## config.mk

```make
export PLATFORM = sky130hd
export DESIGN_NAME = clock_disp_fmt_flat
export DESIGN_NICKNAME = d
export VERILOG_FILES = /design/src/rtl/clock_disp_fmt_if.sv /design/src/rtl/clock_disp_fmt.sv /design/src/flat_wrapper.sv
export SDC_FILE = /design/constraint.sdc
export NUM_CORES = 1
export LEC_CHECK = 0
export CORE_ASPECT_RATIO = 1.4
export CORE_MARGIN = 5
export CORE_UTILIZATION = 55
export CTS_CLUSTER_SIZE = 16
export DETAILED_ROUTE_END_ITERATION = 10
export PLACE_DENSITY = 0.74
export SLEW_MARGIN = 10
export SYNTH_ARGS = -nofsm -noshare
export SYNTH_HDL_FRONTEND = slang
export SYNTH_SLANG_ARGS = --single-unit
export TNS_END_PERCENT = 100
```

## constraint.sdc

```tcl
create_clock -name clk -period 10.7 [get_ports clk]
set_clock_uncertainty 0.2 [all_clocks]
set_input_delay 1.605 -clock clk [delete_from_list [all_inputs] [get_ports clk]]
set_output_delay 1.605 -clock clk [all_outputs]
set_load 0.01 [all_outputs]
```

## src/rtl/clock_disp_fmt_if.sv

```systemverilog
`default_nettype none
// ============================================================================
//  Module      : clock_disp_fmt_if
//  Description : Bundle of the display formatter's functional signals.
//                The calendar source and the raw button/switch drive the
//                inputs. The formatter returns the packed 7-segment frame,
//                its one-cycle valid strobe and the current display mode.
//  Ports       : none. The modports carry the signals below.
//                btn, sw0              raw asynchronous button / switch
//                year[13:0]            binary year
//                mon, day, hour,
//                min, sec [6:0]        binary calendar/time fields
//                dat[DIG_NUM*SEG_NUM]  frame, digit 0 in the LSBs
//                vld                   one-cycle new-frame strobe
//                mode                  0 = TIME, 1 = DATE
//  Revision    : 1.0 - initial release
// ============================================================================
interface clock_disp_fmt_if #(
    parameter int DIG_NUM = 8,
    parameter int SEG_NUM = 8
);
    logic                         btn;
    logic                         sw0;
    logic [13:0]                  year;
    logic [6:0]                   mon;
    logic [6:0]                   day;
    logic [6:0]                   hour;
    logic [6:0]                   min;
    logic [6:0]                   sec;
    logic [DIG_NUM*SEG_NUM-1:0]   dat;
    logic                         vld;
    logic                         mode;

    modport master (
        output btn, sw0, year, mon, day, hour, min, sec,
        input  dat, vld, mode
    );

    modport slave (
        input  btn, sw0, year, mon, day, hour, min, sec,
        output dat, vld, mode
    );
endinterface
`default_nettype wire

```

## src/rtl/clock_disp_fmt.sv

```systemverilog
`default_nettype none
// ============================================================================
//  Module      : clock_disp_fmt
//  Description : Display formatter for the perpetual clock. Conditions the
//                mode button and the date switch, runs the TIME/DATE mode
//                FSM, and periodically snapshots the calendar fields. Each
//                field is converted with one shared sequential double-dabble
//                engine. The result is packed into a TIME or DATE frame of
//                7-segment glyphs, presented with a one-cycle vld strobe.
//  Ports       : clk   system clock
//                rst   asynchronous active-high reset
//                bus   clock_disp_fmt_if.slave
//                      (btn, sw0, year, mon, day, hour, min, sec in;
//                       dat, vld, mode out)
//  Revision    : 1.0 - initial release
// ============================================================================
module clock_disp_fmt #(
    parameter int DIG_NUM         = 8,
    parameter int SEG_NUM         = 8,
    parameter int ACTIVE_LOW      = 1,
    parameter int REFRESH_DIV     = 62500000,
    parameter int DEBOUNCE_CYCLES = 1250000,
    parameter int HOLD_CYCLES     = 625000000
) (
    input  logic                  clk,
    input  logic                  rst,
    clock_disp_fmt_if.slave       bus
);

    // ------------------------------------------------------------------
    // Constants
    // ------------------------------------------------------------------
    localparam int REF_W  = $clog2(REFRESH_DIV);
    localparam int DEB_W  = $clog2(DEBOUNCE_CYCLES);
    localparam int HOLD_W = $clog2(HOLD_CYCLES + 1);

    localparam logic [REF_W-1:0]  c_REF_MAX  = REF_W'(REFRESH_DIV - 1);
    localparam logic [DEB_W-1:0]  c_DEB_MAX  = DEB_W'(DEBOUNCE_CYCLES - 1);
    localparam logic [HOLD_W-1:0] c_HOLD_MAX = HOLD_W'(HOLD_CYCLES - 1);

    // Glyphs are held in active-low form and inverted once at the output.
    localparam logic [7:0] c_GL_DASH  = 8'hBF;
    localparam logic [7:0] c_GL_BLANK = 8'hFF;
    localparam logic [7:0] c_DP_MASK  = 8'h7F;   // clears bit 7 = DP on

    localparam logic [SEG_NUM-1:0] c_BLANK_SEG =
        (ACTIVE_LOW != 0) ? {SEG_NUM{1'b1}} : {SEG_NUM{1'b0}};
    localparam logic [DIG_NUM*SEG_NUM-1:0] c_BLANK_FRAME = {DIG_NUM{c_BLANK_SEG}};

    typedef enum logic [1:0] {
        M_TIME      = 2'd0,
        M_DATE_SW   = 2'd1,
        M_DATE_HOLD = 2'd2
    } mstate_t;

    typedef enum logic [2:0] {
        F_IDLE  = 3'd0,
        F_SNAP  = 3'd1,
        F_LOAD  = 3'd2,
        F_SHIFT = 3'd3,
        F_PACK  = 3'd4
    } fstate_t;

    // ------------------------------------------------------------------
    // Helper functions
    // ------------------------------------------------------------------
    function automatic logic [7:0] f_digit(input logic [3:0] d);
        logic [7:0] g;
        case (d)
            4'd0:    g = 8'hC0;
            4'd1:    g = 8'hF9;
            4'd2:    g = 8'hA4;
            4'd3:    g = 8'hB0;
            4'd4:    g = 8'h99;
            4'd5:    g = 8'h92;
            4'd6:    g = 8'h82;
            4'd7:    g = 8'hF8;
            4'd8:    g = 8'h80;
            4'd9:    g = 8'h90;
            default: g = c_GL_BLANK;
        endcase
        return g;
    endfunction

    function automatic logic [7:0] f_pol(input logic [7:0] g);
        return (ACTIVE_LOW != 0) ? g : ~g;
    endfunction

    // One double-dabble step: +3 on every BCD digit >= 5, then shift in the
    // next binary bit. Four digits cover every legal year (<= 9999).
    function automatic logic [15:0] f_dd_step(input logic [15:0] b, input logic bit_in);
        logic [15:0] a;
        for (int k = 0; k < 4; k++) begin
            a[4*k +: 4] = (b[4*k +: 4] >= 4'd5) ? b[4*k +: 4] + 4'd3 : b[4*k +: 4];
        end
        return {a[14:0], bit_in};
    endfunction

    // ------------------------------------------------------------------
    // Registers
    // ------------------------------------------------------------------
    logic                btn_s1_q, btn_s2_q, btn_prev_q;
    logic                sw_s1_q, sw_s2_q;
    logic [DEB_W-1:0]    deb_cnt_q, deb_cnt_d;
    logic                deb_lvl_q, deb_lvl_d;
    logic                press_q, press_d;

    mstate_t             mstate_q, mstate_d;
    logic [HOLD_W-1:0]   hold_q, hold_d;
    logic                pend_q, pend_d;

    fstate_t             fstate_q, fstate_d;
    logic [REF_W-1:0]    ref_q, ref_d;
    logic [1:0]          fld_q, fld_d;
    logic [3:0]          sh_q, sh_d;
    logic [13:0]         bin_q, bin_d;
    logic [15:0]         bcd_q, bcd_d;
    logic [7:0]          res0_q, res0_d;
    logic [7:0]          res1_q, res1_d;
    logic [15:0]         res2_q, res2_d;
    logic [6:0]          hr_q, hr_d, mi_q, mi_d, se_q, se_d;
    logic [6:0]          dy_q, dy_d, mo_q, mo_d;
    logic [13:0]         yr_q, yr_d;
    logic                msnap_q, msnap_d;
    logic [DIG_NUM*SEG_NUM-1:0] dat_q, dat_d;
    logic                vld_q, vld_d;

    logic                w_mode_cur, w_mode_nxt;
    logic [13:0]         w_field;
    logic [15:0]         w_bcd_nxt;
    logic [7:0]          w_gl [8];
    logic                w_hr_ok, w_mi_ok, w_se_ok, w_dy_ok, w_mo_ok, w_yr_ok;
    logic [DIG_NUM*SEG_NUM-1:0] w_frame;

    // ------------------------------------------------------------------
    // Input conditioning: synchronisers, debounce, press pulse
    // ------------------------------------------------------------------
    always_comb begin
        deb_cnt_d = deb_cnt_q;
        deb_lvl_d = deb_lvl_q;
        if (btn_s2_q != btn_prev_q) begin
            deb_cnt_d = '0;                       // level moved: restart
        end else if (btn_s2_q != deb_lvl_q) begin
            if (deb_cnt_q == c_DEB_MAX) begin
                deb_lvl_d = btn_s2_q;
                deb_cnt_d = '0;
            end else begin
                deb_cnt_d = deb_cnt_q + 1'b1;
            end
        end else begin
            deb_cnt_d = '0;
        end
        press_d = deb_lvl_d & ~deb_lvl_q;
    end

    // ------------------------------------------------------------------
    // Mode FSM
    // ------------------------------------------------------------------
    always_comb begin
        mstate_d = mstate_q;
        hold_d   = '0;
        if (sw_s2_q) begin
            mstate_d = M_DATE_SW;                 // switch beats button
        end else begin
            case (mstate_q)
                M_TIME:      if (press_q) mstate_d = M_DATE_HOLD;
                M_DATE_SW:   mstate_d = M_TIME;
                M_DATE_HOLD: begin
                    if (press_q || (hold_q == c_HOLD_MAX)) begin
                        mstate_d = M_TIME;
                    end else begin
                        hold_d = hold_q + 1'b1;
                    end
                end
                default:     mstate_d = M_TIME;
            endcase
        end
    end

    assign w_mode_cur = (mstate_q != M_TIME);
    assign w_mode_nxt = (mstate_d != M_TIME);

    // ------------------------------------------------------------------
    // Frame engine FSM
    // ------------------------------------------------------------------
    always_comb begin
        case (fld_q)
            2'd0:    w_field = msnap_q ? {7'd0, dy_q} : {7'd0, hr_q};
            2'd1:    w_field = msnap_q ? {7'd0, mo_q} : {7'd0, mi_q};
            default: w_field = msnap_q ? yr_q         : {7'd0, se_q};
        endcase
    end

    assign w_bcd_nxt = f_dd_step(bcd_q, bin_q[13]);

    always_comb begin
        fstate_d = fstate_q;
        ref_d    = (ref_q == c_REF_MAX) ? '0 : ref_q + 1'b1;
        pend_d   = pend_q;
        fld_d    = fld_q;
        sh_d     = sh_q;
        bin_d    = bin_q;
        bcd_d    = bcd_q;
        res0_d   = res0_q;
        res1_d   = res1_q;
        res2_d   = res2_q;
        hr_d     = hr_q;
        mi_d     = mi_q;
        se_d     = se_q;
        dy_d     = dy_q;
        mo_d     = mo_q;
        yr_d     = yr_q;
        msnap_d  = msnap_q;
        dat_d    = dat_q;
        vld_d    = 1'b0;
        case (fstate_q)
            F_IDLE: begin
                if ((ref_q == c_REF_MAX) || pend_q) begin
                    fstate_d = F_SNAP;
                    ref_d    = '0;
                    pend_d   = 1'b0;
                end
            end
            F_SNAP: begin
                hr_d     = bus.hour;
                mi_d     = bus.min;
                se_d     = bus.sec;
                dy_d     = bus.day;
                mo_d     = bus.mon;
                yr_d     = bus.year;
                msnap_d  = w_mode_cur;
                fld_d    = 2'd0;
                fstate_d = F_LOAD;
            end
            F_LOAD: begin
                bin_d    = w_field;
                bcd_d    = '0;
                sh_d     = '0;
                fstate_d = F_SHIFT;
            end
            F_SHIFT: begin
                bcd_d = w_bcd_nxt;
                bin_d = {bin_q[12:0], 1'b0};
                sh_d  = sh_q + 1'b1;
                if (sh_q == 4'd13) begin
                    case (fld_q)
                        2'd0:    res0_d = w_bcd_nxt[7:0];
                        2'd1:    res1_d = w_bcd_nxt[7:0];
                        default: res2_d = w_bcd_nxt;
                    endcase
                    if (fld_q == 2'd2) begin
                        fstate_d = F_PACK;
                    end else begin
                        fld_d    = fld_q + 1'b1;
                        fstate_d = F_LOAD;
                    end
                end
            end
            F_PACK: begin
                dat_d    = w_frame;
                vld_d    = 1'b1;
                fstate_d = F_IDLE;
            end
            default: fstate_d = F_IDLE;
        endcase
        // A mode change is never lost: it re-arms a refresh even mid-frame.
        if (w_mode_nxt != w_mode_cur) pend_d = 1'b1;
    end

    // ------------------------------------------------------------------
    // Frame layout (active-low glyphs, polarity applied per digit below)
    // ------------------------------------------------------------------
    always_comb begin
        w_hr_ok = (hr_q <= 7'd23);
        w_mi_ok = (mi_q <= 7'd59);
        w_se_ok = (se_q <= 7'd59);
        w_dy_ok = (dy_q >= 7'd1) && (dy_q <= 7'd31);
        w_mo_ok = (mo_q >= 7'd1) && (mo_q <= 7'd12);
        w_yr_ok = (yr_q <= 14'd9999);
        for (int k = 0; k < 8; k++) w_gl[k] = c_GL_BLANK;
        if (!msnap_q) begin
            w_gl[7] = w_hr_ok ? f_digit(res0_q[7:4]) : c_GL_DASH;
            w_gl[6] = w_hr_ok ? f_digit(res0_q[3:0]) : c_GL_DASH;
            w_gl[5] = c_GL_DASH;
            w_gl[4] = w_mi_ok ? f_digit(res1_q[7:4]) : c_GL_DASH;
            w_gl[3] = w_mi_ok ? f_digit(res1_q[3:0]) : c_GL_DASH;
            w_gl[2] = c_GL_DASH;
            w_gl[1] = w_se_ok ? f_digit(res2_q[7:4]) : c_GL_DASH;
            w_gl[0] = w_se_ok ? f_digit(res2_q[3:0]) : c_GL_DASH;
        end else begin
            w_gl[7] = w_dy_ok ? f_digit(res0_q[7:4]) : c_GL_DASH;
            w_gl[6] = (w_dy_ok ? f_digit(res0_q[3:0]) : c_GL_DASH) & c_DP_MASK;
            w_gl[5] = w_mo_ok ? f_digit(res1_q[7:4]) : c_GL_DASH;
            w_gl[4] = (w_mo_ok ? f_digit(res1_q[3:0]) : c_GL_DASH) & c_DP_MASK;
            w_gl[3] = w_yr_ok ? f_digit(res2_q[15:12]) : c_GL_DASH;
            w_gl[2] = w_yr_ok ? f_digit(res2_q[11:8])  : c_GL_DASH;
            w_gl[1] = w_yr_ok ? f_digit(res2_q[7:4])   : c_GL_DASH;
            w_gl[0] = w_yr_ok ? f_digit(res2_q[3:0])   : c_GL_DASH;
        end
    end

    // Digits beyond the eight-digit layout sit on the MSB side, always blank.
    for (genvar gi = 0; gi < DIG_NUM; gi++) begin : g_dig
        if (gi < 8) begin : g_lay
            assign w_frame[gi*SEG_NUM +: SEG_NUM] = SEG_NUM'(f_pol(w_gl[gi]));
        end else begin : g_pad
            assign w_frame[gi*SEG_NUM +: SEG_NUM] = c_BLANK_SEG;
        end
    end

    // ------------------------------------------------------------------
    // State registers
    // ------------------------------------------------------------------
    always_ff @(posedge clk or posedge rst) begin
        if (rst) begin
            btn_s1_q   <= 1'b0;
            btn_s2_q   <= 1'b0;
            btn_prev_q <= 1'b0;
            sw_s1_q    <= 1'b0;
            sw_s2_q    <= 1'b0;
            deb_cnt_q  <= '0;
            deb_lvl_q  <= 1'b0;
            press_q    <= 1'b0;
            mstate_q   <= M_TIME;
            hold_q     <= '0;
            pend_q     <= 1'b1;               // first frame right after reset
            fstate_q   <= F_IDLE;
            ref_q      <= '0;
            fld_q      <= '0;
            sh_q       <= '0;
            bin_q      <= '0;
            bcd_q      <= '0;
            res0_q     <= '0;
            res1_q     <= '0;
            res2_q     <= '0;
            hr_q       <= '0;
            mi_q       <= '0;
            se_q       <= '0;
            dy_q       <= '0;
            mo_q       <= '0;
            yr_q       <= '0;
            msnap_q    <= 1'b0;
            dat_q      <= c_BLANK_FRAME;
            vld_q      <= 1'b0;
        end else begin
            btn_s1_q   <= bus.btn;
            btn_s2_q   <= btn_s1_q;
            btn_prev_q <= btn_s2_q;
            sw_s1_q    <= bus.sw0;
            sw_s2_q    <= sw_s1_q;
            deb_cnt_q  <= deb_cnt_d;
            deb_lvl_q  <= deb_lvl_d;
            press_q    <= press_d;
            mstate_q   <= mstate_d;
            hold_q     <= hold_d;
            pend_q     <= pend_d;
            fstate_q   <= fstate_d;
            ref_q      <= ref_d;
            fld_q      <= fld_d;
            sh_q       <= sh_d;
            bin_q      <= bin_d;
            bcd_q      <= bcd_d;
            res0_q     <= res0_d;
            res1_q     <= res1_d;
            res2_q     <= res2_d;
            hr_q       <= hr_d;
            mi_q       <= mi_d;
            se_q       <= se_d;
            dy_q       <= dy_d;
            mo_q       <= mo_d;
            yr_q       <= yr_d;
            msnap_q    <= msnap_d;
            dat_q      <= dat_d;
            vld_q      <= vld_d;
        end
    end

    assign bus.dat  = dat_q;
    assign bus.vld  = vld_q;
    assign bus.mode = w_mode_cur;

endmodule
`default_nettype wire

```

## src/flat_wrapper.sv

```systemverilog
// flat-port wrapper written by rule: the top's interface ports become plain ports
module clock_disp_fmt_flat 
#(
    parameter int DIG_NUM         = 8,
    parameter int SEG_NUM         = 8,
    parameter int ACTIVE_LOW      = 1,
    parameter int REFRESH_DIV     = 62500000,
    parameter int DEBOUNCE_CYCLES = 1250000,
    parameter int HOLD_CYCLES     = 625000000
)
  (clk, rst, bus_btn, bus_sw0, bus_year, bus_mon, bus_day, bus_hour, bus_min, bus_sec, bus_dat, bus_vld, bus_mode);
  clock_disp_fmt_if #(.DIG_NUM(DIG_NUM), .SEG_NUM(SEG_NUM)) bus_i ();
  input  logic clk;
  input  logic rst;
  input wire logic [$bits(bus_i.btn)-1:0] bus_btn;
  input wire logic [$bits(bus_i.sw0)-1:0] bus_sw0;
  input wire logic [$bits(bus_i.year)-1:0] bus_year;
  input wire logic [$bits(bus_i.mon)-1:0] bus_mon;
  input wire logic [$bits(bus_i.day)-1:0] bus_day;
  input wire logic [$bits(bus_i.hour)-1:0] bus_hour;
  input wire logic [$bits(bus_i.min)-1:0] bus_min;
  input wire logic [$bits(bus_i.sec)-1:0] bus_sec;
  output wire logic [$bits(bus_i.dat)-1:0] bus_dat;
  output wire logic [$bits(bus_i.vld)-1:0] bus_vld;
  output wire logic [$bits(bus_i.mode)-1:0] bus_mode;
  assign bus_i.btn = bus_btn;
  assign bus_i.sw0 = bus_sw0;
  assign bus_i.year = bus_year;
  assign bus_i.mon = bus_mon;
  assign bus_i.day = bus_day;
  assign bus_i.hour = bus_hour;
  assign bus_i.min = bus_min;
  assign bus_i.sec = bus_sec;
  assign bus_dat = bus_i.dat;
  assign bus_vld = bus_i.vld;
  assign bus_mode = bus_i.mode;
  clock_disp_fmt #(.DIG_NUM(DIG_NUM), .SEG_NUM(SEG_NUM), .ACTIVE_LOW(ACTIVE_LOW), .REFRESH_DIV(REFRESH_DIV), .DEBOUNCE_CYCLES(DEBOUNCE_CYCLES), .HOLD_CYCLES(HOLD_CYCLES)) u_core (.clk(clk), .rst(rst), .bus(bus_i));
endmodule
```

* Word-level counts from Yosys, hierarchy flattened
Memory sizes are Yosys's and may differ from the RTL's. Cells that the tools add are included.
Storage, ports and cells: ROM bits 1568, output and inout port bits 66, memories kept 14, word-level logic and storage cells 157, bits in registers 273
Cells by class: multiplexer cells 53, equality and inequality tests 17, add/sub/neg operators 9, reductions and logical operators 20, bitwise operators 3, $lt $le $gt $ge 12
Memory list:
- (name not given) | depth 16, width 7, rd ports 1, clocked after memory_dff 0, wr ports 0, RTL line clock_disp_fmt.sv:69 | case (d)
- (name not given) | depth 16, width 7, rd ports 1, clocked after memory_dff 0, wr ports 0, RTL line clock_disp_fmt.sv:69
- (name not given) | depth 16, width 7, rd ports 1, clocked after memory_dff 0, wr ports 0, RTL line clock_disp_fmt.sv:69
- (name not given) | depth 16, width 7, rd ports 1, clocked after memory_dff 0, wr ports 0, RTL line clock_disp_fmt.sv:69
- (name not given) | depth 16, width 7, rd ports 1, clocked after memory_dff 0, wr ports 0, RTL line clock_disp_fmt.sv:69
- (name not given) | depth 16, width 7, rd ports 1, clocked after memory_dff 0, wr ports 0, RTL line clock_disp_fmt.sv:69
- +8 memories
Operator list (count):
- $mux W8 | 12
- $mux W30 | 3
- $mux W26 | 3
- $mux W64 | 1
- $mux W21 | 3
- $pmux W14 S2 | 2
- $pmux W16 S2 | 1
- $add A30 B1 Y30 const B | 1
- $eq A30 B30 Y1 const B | 1
- $mux W7 | 4
- $add A26 B1 Y26 const B | 1
- $eq A26 B26 Y1 const B | 1
- $add A21 B1 Y21 const B | 1
- $eq A21 B21 Y1 const B | 1
- $ge A4 B3 Y1 const B | 4
- $ge A7 B1 Y1 const B | 2
- $le A14 B14 Y1 const B | 1
- $le A7 B5 Y1 const B | 2
- $le A7 B6 Y1 const B | 2
- $mux W14 | 1
- $add A4 B2 Y4 const B | 3
- $mux W3 | 4
- $mux W4 | 3
- $pmux W3 S4 | 1
- other kinds (27) | 56

* Logic depth before layout (Yosys ltp)
Gate-level depths: netlist of the first run.
depth in word-level cells 9, mapped depth 8, mapped depth without buffers 6

* Worst setup path before layout of the first run
No wires, ideal clock.
path type register -> output, start reg u_core.dat_q[55], in the netlist u_core.bus.dat[55], end out bus_dat[55], data required time 8.895 ns, cell stages (with the launch flop) 2, arrival 0.661 ns, buffers on the path 1, path slack 8.234 ns, cells stage by stage dfstp_2 buf_4
RTL lines:
- from (decl) | RTL line clock_disp_fmt.sv:125 | logic [DIG_NUM*SEG_NUM-1:0] dat_q, dat_d;
- from (signal assigned) | RTL line clock_disp_fmt.sv:343 | dat_q <= c_BLANK_FRAME;
- from (signal assigned) | RTL line clock_disp_fmt.sv:373 | dat_q <= dat_d;
- to (decl) | RTL line flat_wrapper.sv:23 | output wire logic [$bits(bus_i.dat)-1:0] bus_dat;
No word-level cell between the ends.

* Worst setup path after layout of the first run
start reg u_core.fld_q[0], end reg u_core.res2_q[0]
On the way: cells in the longest elaborated chain, start to end 4, elaborated cells on any way between the ends 5
Ends and longest elaborated chain:
- from (decl) | RTL line clock_disp_fmt.sv:114 | logic [1:0] fld_q, fld_d;
- from (signal assigned) | RTL line clock_disp_fmt.sv:359 | fld_q <= fld_d;
- $eq A2 B1 Y1 or $logic_not A2 Y1 (tied branches) | RTL line clock_disp_fmt.sv:246 | case (fld_q)
- $reduce_or A2 Y1 (no line) *
- $not A1 Y1 (no line) *
- $reduce_and A3 Y1 (no line) *
- to (signal assigned) | RTL line clock_disp_fmt.sv:365 | res2_q <= res2_d;
- to (decl) | RTL line clock_disp_fmt.sv:120 | logic [15:0] res2_q, res2_d;
Mark *: on every way between the ends. The rest lies on a longest branch, timed or not. A chain may end at the register's enable or synchronous reset.

==> results.cfg, run 1 <==
[yosys]
synthFlopType = dfrtp_1
synth_top_area_cell = dfrtp_1
ys_top_cells_by_count = dfrtp_1, nand2_1, o21ai_0, nor2_1, a21oi_1
yosys.area.top_type_share_pct = 37.8
yosysUniqueCellTypes = 74
yosysMostFrequentCell = dfrtp_1
yosysWarnings = 0
synth-seq-area-share_pct = 48.9
ys_ff_latch = 266
synth_area_um2 = 13800
synth_edf_count = 0
avgSynthCellArea_um2 = 10.0
syn_inst = 1377
synth_area_leaders = dfrtp_1, dfstp_2, ha_1, mux2_2, o21ai_0
async_reset_ff_share_pct = 100

[grt]
grt_usage_pct = 22.0
grt_overflow = 0
antenna_found_initial = 0
grt_pass1_wl_mm = 52.3
grt_pass1_vias = 10700
grt_max_degree = 95

[die]
dieArea_um2 = 28300
rows = 68
initial_core_util_pct = 55.8
core_um2 = 24700
io_pins = 119
fp.dieW_um = 144
die_h_um = 197

[critical_path]
r2r-start = u_core.fld_q[0]
crit_type = register to register
worst_path_max_delay_cell = nand3_1
crit_cells = 5
required_ns = 10.92
worstPathMaxFanout = 31
cp-start-kind = register
crit_arrival_ns = 3.79
worstPathCellList = inv_1 -> ha_1 -> nor2_1 -> nand3_1 -> mux2_2
critical-path-top-delay-family = simple AND/OR/NAND/NOR gates
ff2ff_setup_slack_ns = 7.12
cpPeakStageDelay_ns = 0.95
reg2reg_depth = 5
end_kind = register
r2r-end = u_core.res2_q[0]
worst-path-buf-inv = 1
crit_start = u_core.fld_q[0]
cp-endpoint = u_core.res2_q[0]

[hold_path]
hold_path.class = register to register
whs_path_depth = 0

[clocking]
post_cts_resized = 0
numClockSinks = 266
cts_setup_buffers = 0
cts_max_level = 1
cts_buffers = 27
cts_tree = done
clkTransAtPathRegs_ns = 0.06
root_buffer = clkbuf_16
cts.hold.buffers_added = 0
clk_latency_ns = 0.54
cts_max_path_buffers = 3

[drt]
dr.pass1.iters = 5
vias = 10600
avgViaCountPerCell = 5.95
ant_nets = 0
drc = 0
wl_per_cell_um = 17.5
routed_wl_mm = 31.2
dr.first_iter.drc_count = 545

[sta]
hold_violations = 0
fin_setup_tns_ns = 0
min_period_ns = 3.58
tightestPinTransition_ns = 1.10
slew_violations = 0
max_slew_margin_pct = 26.8
rsz0062_at_grt = no
finalCritPeriodShare_pct = 33.4
setup_viol = 0
timing.fmax_mhz = 280

[power]
power_density_nw_per_um2 = 215
irDropWorstVdd_mv = 0.139
p_leak_uw = 0.00642
fin_total_pwr_uw = 3430

[final_layout]
stdcell_count = 1779
diodes = 0
syn2layout_area_growth_pct = 15.6
drive_gt1_share_pct = 12.9
final_area_um2 = 15900
final_util_pct = 64.5
nNetsFinal = 1555

[flow_run]
drv_cap = 0

[placement]
gp_congestion = 0.849
placed_area_um2 = 15000
port_buffers = 112
dp_cells = 1732
dp_hpwl_mm = 21.7

[outcome]
status = finished, final reports clean
cells in the final DEF (no fill, tap or decap), types with 20 or more instances in the layout:
cell,count
dfrtp_1,208
nand2_1,112
clkdlybuf4s50_1,112
o21ai_0,102
nor2_1,89
a21oi_1,77
dfstp_2,58
mux2_2,57
ha_1,56
inv_1,55
nand3_1,35
xnor2_1,29
clkbuf_16,29
nand4_1,26
nor3_1,25
o31ai_1,24
nand2b_1,23
or4_1,22
o22ai_1,21
a211oi_1,20
worst reg2reg max path, cell delays in order (launching register included):
cell and delay (ns):
dfrtp_1 0.35, inv_1 0.08, ha_1 0.42, nor2_1 0.90, nand3_1 0.95, mux2_2 0.57
stage by stage:
stage	hold slack, ns	worst slack [ns]
after global routing	0.154	6.71
after floorplan	0.131	1.67
after detailed placement	0.136	6.65
after CTS	0.147	7.10
final	0.152	7.12
after global placement	0.134	6.70
layer usage:
metal  part of all wire, %  up-vias  global-route usage, %
met4                   2.6        0                   6.52
met2                    53      228                   41.0
li1                      -     5110                      -
met1                    41     5192                   26.5
met5                     0        -                      0
met3                   3.9       59                   2.59
worst min path at each step:
stage,end,slack (ns),start
4_1_cts,u_core.btn_s2_q,0.15,u_core.btn_s1_q
5_1_grt,u_core.btn_s2_q,0.15,u_core.btn_s1_q
2_1_floorplan,u_core.btn_s2_q,0.13,u_core.btn_s1_q
3_3_place_gp,u_core.sw_s2_q,0.13,u_core.sw_s1_q
3_5_place_dp,u_core.sw_s2_q,0.14,u_core.sw_s1_q
6_report,u_core.sw_s2_q,0.15,u_core.sw_s1_q
report_power, final:
group          leakage [uW]  switching, uW  total [uW]  internal (uW)
clock network      0.000423            386         914            528
logic               0.00267            582        1050            471
registers           0.00332            243        1460           1220
total               0.00642           1210        3430           2220
cell families (layout without fill, tap and decap cells):
group                    after synthesis  after routing  synth area share, %
AND/OR/NAND/NOR                      454            454                 17.6
flip-flops                           266            266                 48.9
XOR/XNOR                              47             47                 2.99
AO/OA/AOI/OAI                        346            346                 16.2
other                                  1              6               0.0272
multiplexers                          61             61                 4.95
buffers and inverters                146            228                 4.24
adder cells (fa/ha/maj)               56             56                 5.09
state kept, by name (all words and copies together) (netlist names), 2 cells and up:
signal and cells:
u_core.res1_q 8, u_core.hold_q 30, u_core.ref_q 26, u_core.yr_q 14, u_core.dy_q 7, u_core.bin_q 14
u_core.mstate_q 2, u_core.hr_q 7, u_core.bcd_q 16, u_core.bus.dat 57, u_core.sh_q 4, u_core.se_q 7
u_core.mo_q 7, u_core.res2_q 16, u_core.res0_q 8, u_core.deb_cnt_q 21, u_core.mi_q 7, u_core.fld_q 2
u_core.fstate_q 3
final cells by class:
type / count / area [um^2]
sequential: 266 / 6730
timing repair buffer: 124 / 1210
clock inverter: 6 / 40.0
fill: 2004 / 8770
multi-input combinational: 970 / 6490
inverter: 57 / 221
tap: 315 / 394
clock buffer: 41 / 821
No activity file was read; power rests on OpenSTA's default activity.
==> inputs of run 2 (changes only) <==
Clock period 10.7 ns to 3.4 ns, I/O delays scaled along.
==> run 2 against run 1 <==
  * First-iteration DRC count rose by 3.7%
  * Critical path depth fell by 1
  * Largest power group unchanged
  * Die area did not move
  * Combinational power rose to 3.2 times the previous value
  * Critical path type unchanged
  * Setup slack got worse by 6.2 ns
  * Total power rose to 3.3 times the previous value
  * Sequential share of layout area fell by 0.71 points
  * Hold slack got worse by 0.0014 ns
  * Final cell count rose by 0.90%
  * Non-clock buffer count rose by 14
==> results.cfg, run 2 (same netlist as run 1, synthesis figures left out) <==
[sta]
min_period_ns = 2.49
max_slew_margin_pct = 30.2
setup_viol = 0
fin_ws_ns = 0.907
rsz0062_at_grt = no
slew_violations = 0
fin_setup_tns_ns = 0
timing.fmax_mhz = 401
finalCritPeriodShare_pct = 73.3
hold_violations = 0
tightestPinTransition_ns = 1.05

[power]
swShare_pct = 34.3
switchingPower_uw = 3850
p_comb_share_pct = 29.8
clkPwrFrac_pct = 29.0
power_density_nw_per_um2 = 694
seq_power_share_pct = 41.2
p_int_uw = 7380
irDropWorstVdd_mv = 0.510
p_leak_uw = 0.00655
fin_total_pwr_uw = 11200

[drt]
ant_nets = 0
drc = 0
dr.first_iter.drc_count = 565
avgViaCountPerCell = 5.97
dr.pass1.iters = 5
routed_wl_mm = 31.5
wl_per_cell_um = 17.6
vias = 10700

[clocking]
cts.hold.buffers_added = 0
numClockSinks = 266
cts_tree = done
clk_latency_ns = 0.53
cts_max_level = 1
cts_buffers = 27
root_buffer = clkbuf_16
clkTransAtPathRegs_ns = 0.06
post_cts_resized = 0
cts_max_path_buffers = 3
cts_setup_buffers = 0

[final_layout]
drive_gt1_share_pct = 13.9
largest_reg_flops = 57
final_util_pct = 65.6
multi_input_area_um2 = 6480
layout_commonest_cell = dfrtp_1
diodes = 0
final_area_um2 = 16200
syn2layout_area_growth_pct = 17.5
seq_area_um2 = 6730
num-fill-cells = 2017
final_cell_mix = dfrtp_1, nand2_1, clkdlybuf4s50_1
nNetsFinal = 1569

[critical_path]
worstPathMaxFanout = 14
cpPeakStageDelay_ns = 0.75
required_ns = 3.67
crit_type = register to register
worst_path_max_delay_cell = o21ai_1
end_kind = register
critical-path-top-delay-family = compound AO/OA/AOI/OAI gates
cp-start-kind = register
worst-path-buf-inv = 0
crit_arrival_ns = 2.76
worstPathCellList = or4_1 -> o211a_1 -> o21ai_1 -> o32a_1

[grt]
grt_pass1_wl_mm = 52.7
grt_usage_pct = 22.3
grt_max_degree = 52
grt_pass1_vias = 11000
antenna_found_initial = 0
grt_overflow = 0

[placement]
dp_hpwl_mm = 22.5
port_buffers = 112
gp_congestion = 0.903
place_ws_ns = 0.908
placed_area_um2 = 15200

[die]
initial_core_util_pct = 55.8
io_pins = 119
rows = 68
dieArea_um2 = 28300
die_h_um = 197
core_um2 = 24700
fp.dieW_um = 144

[hold_path]
hold_path.class = register to register

[flow_run]
drv_cap = 0

[outcome]
status = finished, final reports clean
==> run 2: through the flow <==
stage / hold WS (ns) / std cells
final: 0.151 / 1795
after global routing: 0.160 / 1795
after CTS: 0.154 / 1795
after detailed placement: 0.140 / 1746
after global placement: 0.134 / 1746
after floorplan: 0.131 / 1382
==> run 2: layout make-up <==
type	count	area share [%]
Clock buffer	37	4.72
Clock inverter	12	1.31
Inverter	57	1.35
Multi-Input combinational cell	970	40.1
Sequential cell	266	41.6
Tap cell	315	2.44
Timing Repair Buffer	138	8.52
==> run 2: power groups by stage <==
stage | Clock (uW) | Combinational (uW) | Sequential [uW]
after floorplan | 0 | 2680 | 4290
after global placement | 0 | 3190 | 4620
after detailed placement | 0 | 3330 | 4650
after CTS | 3320 | 3360 | 4610
after global routing | 3460 | 3750 | 4730
final | 3260 | 3340 | 4620
==> run 2: final timing paths <==
path | from | slack [ns] | endpoint | depth (start not counted)
hold reg to reg | u_core.sw_s1_q | 0.15 | u_core.sw_s2_q | 0
min in group asynchronous | rst | 0.30 | u_core.hr_q[2] | 2
setup reg to reg | u_core.dy_q[3] | 0.91 | u_core.bus.dat[56] | 4
hold / removal | u_core.sw_s1_q | 0.15 | u_core.sw_s2_q | 0
max in group asynchronous | rst | 1.89 | u_core.hold_q[7] | 3
setup / recovery | u_core.dy_q[3] | 0.91 | u_core.bus.dat[56] | 4
==> run 2: routing by layer <==
| layer | GRT usage (%) | share of wire (%) |
|---|---|---|
| met1 | 26.5 | 39 |
| met2 | 41.1 | 53 |
| met3 | 2.40 | 4.2 |
| met4 | 8.41 | 4.0 |
| met5 | 0 | 0 |
